`config.mk`:
```
export PLATFORM = sky130hd
export DESIGN_NAME = prescale_timer_flat
export DESIGN_NICKNAME = d
export VERILOG_FILES = /design/src/rtl/prescale_timer_if.sv /design/src/rtl/prescale_timer.sv /design/src/flat_wrapper.sv
export SDC_FILE = /design/constraint.sdc
export NUM_CORES = 1
export LEC_CHECK = 0
export ABC_AREA = 1
export CORE_ASPECT_RATIO = 0.9
export CORE_UTILIZATION = 46
export DETAILED_ROUTE_END_ITERATION = 16
export HOLD_SLACK_MARGIN = 0.12
export MAX_ROUTING_LAYER = met4
export PLACE_DENSITY = 0.76
export SLEW_MARGIN = 25
export SYNTH_ARGS = -nofsm -noshare
export SYNTH_HDL_FRONTEND = slang
export SYNTH_SLANG_ARGS = --single-unit
```
`constraint.sdc`:
```
create_clock -name clk -period 1.9 [get_ports clk]
set_clock_uncertainty 0.05 [all_clocks]
set_input_delay 0.57 -clock clk [delete_from_list [all_inputs] [get_ports clk]]
set_output_delay 0.57 -clock clk [all_outputs]
set_load 0.01 [all_outputs]
```
`src/rtl/prescale_timer_if.sv`:
```
// Signal bundle for prescale_timer: count-control inputs from the
// surrounding logic and the timer's registered status outputs.
interface prescale_timer_if #(
    parameter int WIDTH = 8
) ();
    logic             enable;
    logic             tick_in;
    logic [WIDTH-1:0] divisor;
    logic             load;
    logic             oneshot;
    logic             start;
    logic             tick;
    logic [WIDTH-1:0] count;
    logic             busy;
    logic [WIDTH-1:0] div_active;

    // The controlling side drives the strobes and the divisor.
    modport master (
        output enable, tick_in, divisor, load, oneshot, start,
        input  tick, count, busy, div_active
    );

    // The timer itself.
    modport slave (
        input  enable, tick_in, divisor, load, oneshot, start,
        output tick, count, busy, div_active
    );
endinterface

```
`src/rtl/prescale_timer.sv`:
```
// Programmable prescaler / timer with periodic and one-shot modes.
// The count advances on enable & tick_in while running and wraps at
// div_active-1 (a divisor of 0 means 2^WIDTH). A divisor loaded while
// running is held pending and takes effect at the next wrap, so the
// period already in progress always completes.
module prescale_timer #(
    parameter int WIDTH = 8
) (
    input  logic            clk,
    input  logic            reset,
    prescale_timer_if.slave bus
);
    typedef enum logic {
        IDLE = 1'b0,
        RUN  = 1'b1
    } state_t;

    state_t           state_reg, state_next;
    logic             mode_reg, mode_next;
    logic [WIDTH-1:0] count_reg, count_next;
    logic [WIDTH-1:0] div_reg, div_next;
    logic [WIDTH-1:0] pend_val_reg, pend_val_next;
    logic             pend_reg, pend_next;
    logic             tick_reg, tick_next;
    logic             busy_reg;

    logic             advance;
    logic             wrap;
    logic [WIDTH-1:0] term_count;

    // Modulo subtraction maps divisor 0 onto a terminal count of all ones.
    assign term_count = div_reg - WIDTH'(1);
    assign advance    = (state_reg == RUN) && bus.enable && bus.tick_in;
    assign wrap       = advance && (count_reg == term_count);

    // State register.
    always_ff @(posedge clk) begin
        if (reset) begin
            state_reg <= IDLE;
        end else begin
            state_reg <= state_next;
        end
    end

    // Next-state, count, divisor and pending-reload decisions.
    always_comb begin
        state_next    = state_reg;
        mode_next     = mode_reg;
        count_next    = count_reg;
        div_next      = div_reg;
        pend_val_next = pend_val_reg;
        pend_next     = pend_reg;
        tick_next     = wrap;

        unique case (state_reg)
            IDLE: begin
                // Nothing is counting, so a new divisor applies at once.
                if (bus.load) begin
                    div_next   = bus.divisor;
                    count_next = '0;
                    pend_next  = 1'b0;
                end
                if (bus.oneshot ? bus.start : bus.enable) begin
                    state_next = RUN;
                    mode_next  = bus.oneshot;
                end
            end
            RUN: begin
                if (wrap) begin
                    count_next = '0;
                    // A load landing on the wrap edge wins over any older
                    // pending value, which is discarded.
                    if (bus.load) begin
                        div_next = bus.divisor;
                    end else if (pend_reg) begin
                        div_next = pend_val_reg;
                    end
                    pend_next = 1'b0;
                    if (mode_reg) begin
                        state_next = IDLE;
                    end
                end else begin
                    if (advance) begin
                        count_next = count_reg + WIDTH'(1);
                    end
                    if (bus.load) begin
                        pend_val_next = bus.divisor;
                        pend_next     = 1'b1;
                    end
                end
                // Periodic runs stop when enable drops; one-shot runs only pause.
                if (!mode_reg && !bus.enable) begin
                    state_next = IDLE;
                end
            end
            default: state_next = IDLE;
        endcase
    end

    // Datapath and output registers.
    always_ff @(posedge clk) begin
        if (reset) begin
            mode_reg     <= 1'b0;
            count_reg    <= '0;
            div_reg      <= '0;
            pend_val_reg <= '0;
            pend_reg     <= 1'b0;
            tick_reg     <= 1'b0;
            busy_reg     <= 1'b0;
        end else begin
            mode_reg     <= mode_next;
            count_reg    <= count_next;
            div_reg      <= div_next;
            pend_val_reg <= pend_val_next;
            pend_reg     <= pend_next;
            tick_reg     <= tick_next;
            busy_reg     <= (state_next == RUN);
        end
    end

    assign bus.tick       = tick_reg;
    assign bus.count      = count_reg;
    assign bus.busy       = busy_reg;
    assign bus.div_active = div_reg;
endmodule

```
`src/flat_wrapper.sv`:
```
// flat-port wrapper written by rule: the top's interface ports become plain ports
module prescale_timer_flat 
#(
    parameter int WIDTH = 8
)
  (clk, reset, bus_enable, bus_tick_in, bus_divisor, bus_load, bus_oneshot, bus_start, bus_tick, bus_count, bus_busy, bus_div_active);
  prescale_timer_if #(.WIDTH(WIDTH)) bus_i ();
  input  logic clk;
  input  logic reset;
  input wire logic [$bits(bus_i.enable)-1:0] bus_enable;
  input wire logic [$bits(bus_i.tick_in)-1:0] bus_tick_in;
  input wire logic [$bits(bus_i.divisor)-1:0] bus_divisor;
  input wire logic [$bits(bus_i.load)-1:0] bus_load;
  input wire logic [$bits(bus_i.oneshot)-1:0] bus_oneshot;
  input wire logic [$bits(bus_i.start)-1:0] bus_start;
  output wire logic [$bits(bus_i.tick)-1:0] bus_tick;
  output wire logic [$bits(bus_i.count)-1:0] bus_count;
  output wire logic [$bits(bus_i.busy)-1:0] bus_busy;
  output wire logic [$bits(bus_i.div_active)-1:0] bus_div_active;
  assign bus_i.enable = bus_enable;
  assign bus_i.tick_in = bus_tick_in;
  assign bus_i.divisor = bus_divisor;
  assign bus_i.load = bus_load;
  assign bus_i.oneshot = bus_oneshot;
  assign bus_i.start = bus_start;
  assign bus_tick = bus_i.tick;
  assign bus_count = bus_i.count;
  assign bus_busy = bus_i.busy;
  assign bus_div_active = bus_i.div_active;
  prescale_timer #(.WIDTH(WIDTH)) u_core (.clk(clk), .reset(reset), .bus(bus_i));
endmodule
```
# Word level (Yosys, flattened, before mapping)
# Cells that the tools add are included.
word_totals:
  word_cells: 47
  register_bits: 28
  output_inout_bits: 18
  input_bits: 15
op_classes:
  eq_ne: 6
  n_reduce_logical: 11
  muxes: 19
  addsub: 2
  bitwise: 2
op_table:
  columns: ["operator", "count"]
  rows:
  - ["8-bit two-way mux", 7]
  - ["8-bit one-hot mux with 2 select lines", 2]
  - ["3-bit by 2-bit != test with 1-bit output, second input constant", 3]
  - ["8-bit by 1-bit adder with 8-bit output, second input constant", 1]
  - ["8-bit == test", 1]
  - ["1-bit two-way mux", 8]
  - ["8-bit by 1-bit subtractor with 8-bit output, second input constant", 1]
  - ["2-bit AND reduction", 3]
  - ["3-bit AND reduction", 2]
  - ["1-bit logical AND", 4]
  - ["1-bit one-hot mux with 2 select lines", 2]
  - ["1-bit logical NOT", 2]
  - ["2-bit by 1-bit != test with 1-bit output, second input constant", 1]
  - ["2-bit != test, second input constant", 1]
  - ["1-bit NOT", 2]

# Logic depth before layout (Yosys ltp)
# Gate-level depths: netlist of run 1.
logic_depth:
  depth_word: 6
  depth_mapped: 16
  mapped_depth_nobuf: 15

# Worst setup path before layout of run 1
# OpenSTA, ideal clock, no wires.
synth_path:
  path_type: "reg2reg"
  start: "register u_core.div_reg[0], in the netlist u_core.bus.div_active[0]"
  end: "register u_core.div_reg[0], in the netlist u_core.bus.div_active[0]"
  n_path_buf: 1
  path_stages_with_launch: 15
  t_arrival_ps: 1752
  setup_time_ps: 113
  synth_period_minus_slack_ps: 1915
  slack_ps: -15
  cell_sequence: "dfxtp_1 inv_1 ha_1 inv_1 nand2_1 nand2_1 xor2_1 nand2_1 nor2_2 nand3_4 nand2_4 nand2_4 buf_6 nor2_1 nor2_1"
synth_between:
  elab_chain_cells: 5
synth_lines:
  columns: ["item", "line", "source"]
  rows:
  - ["start, declared", "prescale_timer.sv:21", "logic [WIDTH-1:0] div_reg, div_next;"]
  - ["start signal, assigned", "prescale_timer.sv:113", "div_reg <= div_next;"]
  - ["8-bit by 1-bit subtractor with 8-bit output", "prescale_timer.sv:32", "assign term_count = div_reg - WIDTH'(1);"]
  - ["8-bit == test", "prescale_timer.sv:34", "assign wrap = advance && (count_reg == term_count);"]
  - ["1-bit logical AND", "prescale_timer.sv:34", null]
  - ["2-bit by 1-bit != test with 1-bit output (no source line)", null, null]
  - ["3-bit AND reduction (no source line)", null, null]
# Every way passes these cells.
# A chain may end at the register's enable or synchronous reset.

# Worst setup path in the final report of run 1
layout_path:
  start: "register u_core.div_reg[0], in the netlist u_core.bus.div_active[0]"
  end: "register u_core.count_reg[2], in the netlist u_core.bus.count[2]"
layout_between:
  elab_chain_cells: 5
layout_lines:
  columns: ["item", "line", "source"]
  rows:
  - ["8-bit by 1-bit subtractor with 8-bit output *", "prescale_timer.sv:32", null]
  - ["8-bit == test *", "prescale_timer.sv:34", null]
  - ["1-bit logical AND *", "prescale_timer.sv:34", null]
  - ["8-bit two-way mux or 3-bit by 2-bit != test with 1-bit output (tied branches)", null, null]
  - ["8-bit one-hot mux with 2 select lines or 2-bit AND reduction (tied branches)", null, null]
  - ["end signal, assigned", "prescale_timer.sv:112", "count_reg <= count_next;"]
  - ["end, declared", "prescale_timer.sv:20", "logic [WIDTH-1:0] count_reg, count_next;"]
# Every way passes the cells marked *; elsewhere a longest branch is shown, timed or not.

==> impl_results.md, run 1 <==
- Outcome: finished clean
- First-pass GRT wire length: 6100 um
- Top cell by count, worst path: nand2_2
- Synthesized flop and latch total: 28
- Critical path data arrival time: 1.99 ns
- Final Max Tran Viols: 0
- DRC errors left: 0
- Gate power share: between 30% and 40%
- Router iterations before antenna repair: 4
- # fillers: 280
- Most frequent cell after synthesis: nand2_1
- Syn_nets: about 270
- NetSw: about 510 uW
- DRT iter0 DRCs: 67
- Fmax: 0.535 GHz
- Overall power: between 1500 and 2000 uW
- Seq/Total Area, Yosys: about a third
- # Max-Cap Violations: 0
- Clock share of power: between 20% and 30%
- Leakage power: about 0.0011 uW
- Skew-Pair Late Insertion Delay: around 0.28 ns
- H-Tree Depth: 1
- Gr usage total: between 20 and 25%
- Final cell count without fillers: approximately 350
- Vias: 1703
- Worst reg-to-reg setup slack: 0.03 ns
- WP data required: between 2 and 2.5 ns
- Slowest CP cell: dfxtp_2
- Post-Place Cells: approximately 340
- Vias per cell: roughly 5
- TNS Setup: 0 ns
- Layout cells sized above 1: between 20% and 30%
- Clock Path Buffers: 2
- Crit path max fanout: 8
- # diodes: 0
- Top cells by area, synth: dfxtp_1 (35%), nand2_1 (17%), nor2_1 (12%)
- Starting density of the core: approximately 48%
- Worst-path cell chain: inv_2 > ha_4 > inv_2 > nand2_2 > nand2_2 > xor2_2 > nand2_2 > nor2_4 > nand3_4 > nand2_8 > nand2_4 > nand2_4 > nor2_1
- Worst Hold Class: reg2reg
- Final GP Congestion: ~0.87
- Ys Warns: 0
- P&R area growth vs syn: 44.1%
- Final setup violation count: 0
- Leading area contributor after synthesis: dfxtp_1
- Routed wire length: just over 4000 um
- Mapped Area: 0.00162 mm2
- Clock Sink Count: 28
- Rows: 20
- Yosys top cell area share: between 30 and 40%
- CTS Hold Buffers Added: 0
- CORE AREA: around 0.0034 mm2
- Final hold vios: 0
- Final nets: 324
- Top post-synthesis cells by count: nand2_1 (75), nor2_1 (51), dfxtp_1 (28), inv_1 (27), o21ai_0 (11)
- I/O Buffers: 32
- Largest net degree at the start of global routing: 17
- Main synth FF type: dfxtp_1
- P_int: around 1000 uW
- Reg power frac: ~44%
- Time the worst path needs with I/O delays and setup: between 1.5 and 2 ns
- Die height: 58.3 um
- Vias in the first global route: around 1.4k
- Syn Inst Count: between 200 and 300
- Post-synth cell types: 27
- Pwr/cell area: 651 mW/mm2
- Gr ovfl total: 0
- Relative slew slack: 78.5%
- Dpl hpwl: between 2000 and 3000 um
- CTS tree: built
- Initial antenna violation count: 0
- Number of enable flip-flop cells after synthesis: 0
- Fin crit share: between 90% and 100%
- CTS buffer count: 3
- Worst-path clk slew: ~0.1 ns
- I/O pins: 33
- Async set-reset flop share out of synthesis: 0%
- Setup CP Type: reg2reg
- Clock root buffer: clkbuf_8
- Sw Share: roughly a third
- Chip width: 64.6 um
- Drt wl/cell: about 12 um
- Worst-case vdd ir drop: 444 uV
- Measured slew at the worst slew-check pin: 0.320 ns
- Post-route ant nets: 0
- CP startpoint kind: flop
- Endpoint type of the worst setup path: flop
- Die area: 0.00376 mm2
- Slowest stage delay, CP: approximately 0.35 ns
- Mapped Avg Cell Area: 6.48 um2
## repair_timing
item	in CTS	in global routing
setup buffers	2	1
gates cloned	0	2
pin swaps	14	14
resized for setup	21	29
endpoints found under the setup margin	35	32
## critical path: cells and delay by family (launching register included)
family	cells	cell delay, ns
adders and majority gates	1	0.17
and+or+nand+nor	9	0.89
xor gates and xnor gates	1	0.20
buffers and inverters	2	0.11
DFF	1	0.35
## cell type report
class	count	area, um2	share of cell area (%)
Clock buffer	3	41.3	1.77
Inverter	30	113	4.82
Multi-Input combinational cell	189	1040	44.5
Sequential cell	28	582	24.9
Tap cell	44	55.1	2.36
Timing Repair Buffer	55	505	21.7
## through the flow
stage,instance area [um2],hold WS [ns],setup slack (ns),utilization [%]
floorplan,1620,0.397,0.0462,-
global placement,2130,0.418,-0.382,63.2
detailed placement,2130,0.421,-0.449,63.2
CTS,2220,0.437,0.00431,65.8
global route,2330,0.478,-0.0675,69.1
finish,2330,0.435,0.0316,69.1
## cells by family after synthesis
family / share of synthesized area [%]
DFF: 34.6
adders and majority gates: 1.54
buffers and inverters: 9.73
xor gates and xnor gates: 7.57
AOI/OAI and AO/OA: 5.79
and+or+nand+nor: 40.2
muxes: 0.618
## power by group through the flow
stage	Clock, uW	Combinational [uW]	Sequential (uW)
after floorplan	0	269	676
after global placement	0	444	670
after detailed placement	0	453	671
after CTS	338	469	660
after global routing	364	578	669
final	327	528	664
## per-layer routing
layer / global-route usage [%] / wire [um] / up-vias
met5: - / 0 / -
met4: 3.17 / 19 / 0
met3: 5.04 / 262 / 4
met2: 35.5 / 1980 / 47
met1: 27.4 / 1790 / 778
li1: - / - / 874
## layout by cell type, fill, tap and decap left out, drive strengths merged
master	count
a21oi	5
nand2	80
nand4	2
clkdlybuf4s50	26
inv	29
mux2i	1
clkbuf	3
dfxtp	28
xor2	10
nor2	56
buf	23
dlymetal6s2s	2
o21ai	12
ha	2
o2111ai	1
dlygate4sd2	4
or2	1
nor3	2
nand3	13
clkinv	1
xnor2	4
## path summary, 6_finish.rpt
check,start,end,cells past startpoint
worst max register to register,u_core.bus.div_active[0],u_core.bus.count[2],13
worst min register to register,u_core.mode_reg,u_core.mode_reg,2
worst min-delay path,u_core.mode_reg,u_core.mode_reg,2
worst max-delay path,u_core.bus.div_active[0],u_core.bus.count[2],13
No activity file was read; power rests on OpenSTA's default activity.
==> inputs of run 2 (changes only) <==
- PLACE_DENSITY: 0.76 -> 0.87
==> impl_results.md, run 2 (same netlist as run 1, synthesis figures left out) <==
- Largest net degree at the start of global routing: 17
- Most common cell after layout, fill and taps aside: nand2_1
- Top cell by count, worst path: nand2_1
- CORE AREA: between 0.003 and 0.004 mm2
- WP data required: a little over 2 ns
- Critical path data arrival time: between 2 and 2.5 ns
- Gr ovfl total: 0
- Worst Hold Class: reg2reg
- Largest delay share family, worst path: simple AND/OR/NAND/NOR gates
- Worst-case vdd ir drop: 608 uV
- Clock root buffer: clkbuf_8
- Worst-path clk slew: approximately 0.1 ns
- Endpoint type of the worst setup path: flop
- Cell area after layout: 0.00237 mm2
- Commonest cells after routing, fill and taps aside: nand2_1 (64), nor2_1 (48), clkdlybuf4s50_1 (27)
- Slowest stage delay, CP: 0.34 ns
- # Max-Cap Violations: 0
- Slowest CP cell: dfxtp_2
- Chip width: roughly 65 um
- Post-route ant nets: 0
- Stages on the worst setup path: 11
- Measured slew at the worst slew-check pin: 0.342 ns
- Final GP Congestion: ~0.86
- DRT iter0 DRCs: about 110
- Final nets: approximately 320
- Worst reg-to-reg setup slack: -0.02 ns
- Dpl hpwl: between 2000 and 3000 um
- # diodes: 0
- Worst path buffer plus inverter count: 3
- Vias in the first global route: 1474
- Utilization after layout: a little over two thirds
- Fin crit share: 101%
- Post-Place Cells: roughly 340
- Crit path max fanout: 4
- Routed wire length: 4410 um
- Final setup violation count: 2
- Pwr/cell area: ~700 mW/mm2
- Outcome: finished with violations
- I/O pins: 33
- Time the worst path needs with I/O delays and setup: around 1.9 ns
- Vias: ~1.7k
- First-pass GRT wire length: between 6000 and 7000 um
- Starting density of the core: a little under half
- RSZ-0062 raised after global routing: yes
- Clock Sink Count: 28
- CTS tree: built
- Setup CP Type: reg2reg
- Final Max Tran Viols: 0
- Worst R2R Path Depth: 11
- Final hold vios: 0
- Hold_ws: around 0.45 ns
- Die height: between 50 and 60 um
- Skew-Pair Late Insertion Delay: ~0.27 ns
- CP startpoint kind: flop
- Final cell count without fillers: 347
- Rows: 20
- Layout cells sized above 1: roughly a quarter
- P&R area growth vs syn: 46.2%
- DRC errors left: 0
- Hold path cells: 2
- # fillers: 266
- Vias per cell: roughly 5
- Final worst slack: -0.0223 ns
- Leakage power: ~0.0011 uW
- Drt wl/cell: 12.7 um
- CTS Hold Buffers Added: 0
- Fmax: ~0.52 GHz
- DP Area: approximately 0.0021 mm2
- Worst-path cell chain: inv_2 > ha_4 > nand2_1 > nand2_2 > xor2_1 > nand2_1 > buf_4 > a21oi_1 > nand4_1 > o21ai_1 > inv_1
- Relative slew slack: 77.1%
- I/O Buffers: 32
- H-Tree Depth: 1
- Gr usage total: 21.8%
- Router iterations before antenna repair: 5
- Die area: 0.00376 mm2
- Clock Path Buffers: 2
- CTS buffer count: 3
- Failing checks: negative setup slack
- Initial antenna violation count: 0
[run 2: final cells by class]
cell class	count	area [um2]	share of cell area, %
timing repair buffer	52	504	21.3
clock inverter	1	30.0	1.27
inverter	30	113	4.75
multi-input combinational	189	1040	44.1
clock buffer	3	41.3	1.74
tap	44	55.1	2.32
sequential	28	581	24.5
[run 2: path summary, 6_finish.rpt]
| check | startpoint | endpoint |
|---|---|---|
| max | u_core.bus.div_active[1] | u_core.state_reg |
| min | u_core.mode_reg | u_core.mode_reg |
| max reg2reg | u_core.bus.div_active[1] | u_core.state_reg |
| min reg2reg | u_core.mode_reg | u_core.mode_reg |
[run 2: worst reg2reg max path, stage by stage, from the launching register on]
cell	delay (ns)
dfxtp_2	0.34
inv_2	0.05
ha_4	0.17
nand2_1	0.09
nand2_2	0.07
xor2_1	0.17
nand2_1	0.13
buf_4	0.16
a21oi_1	0.20
nand4_1	0.18
o21ai_1	0.16
inv_1	0.05
[run 2: what timing repair did]
| action | CTS | global route |
|---|---|---|
| endpoints found under the hold margin | 0 | 0 |
| endpoints found under the setup margin | 35 | 29 |
| pin swaps | 6 | 21 |
| gates resized for setup | 15 | 37 |
| setup buffers | 1 | 4 |
| gates cloned | 1 | 1 |
[run 2: routing by layer]
metal  global-route usage [%]  vias to the layer above  part of all wire, %
li1                         -                      877                    -
met1                     25.5                      750                   41
met2                     38.9                       52                   51
met5                        -                        -                    0
met3                     4.26                       19                  4.4
met4                     5.08                        0                  4.1
[run 2: where the power goes]
| part | total (uW) | leakage [uW] | switching, uW | internal [uW] |
|---|---|---|---|---|
| Combinational | 524 | 0.000846 | 294 | 230 |
| Clock | 467 | 0.0000357 | 185 | 282 |
| Sequential | 664 | 0.000235 | 36.0 | 628 |
[run 2: metrics by stage]
step	TNS [ns]	setup slack (ns)	total power, uW
final	-0.0224	-0.0223	1650
after global routing	-2.19	-0.123	1740
after CTS	0	0.00108	1580
after detailed placement	-9.74	-0.428	1100
after global placement	-8.33	-0.372	1090
after floorplan	0	0.0462	945
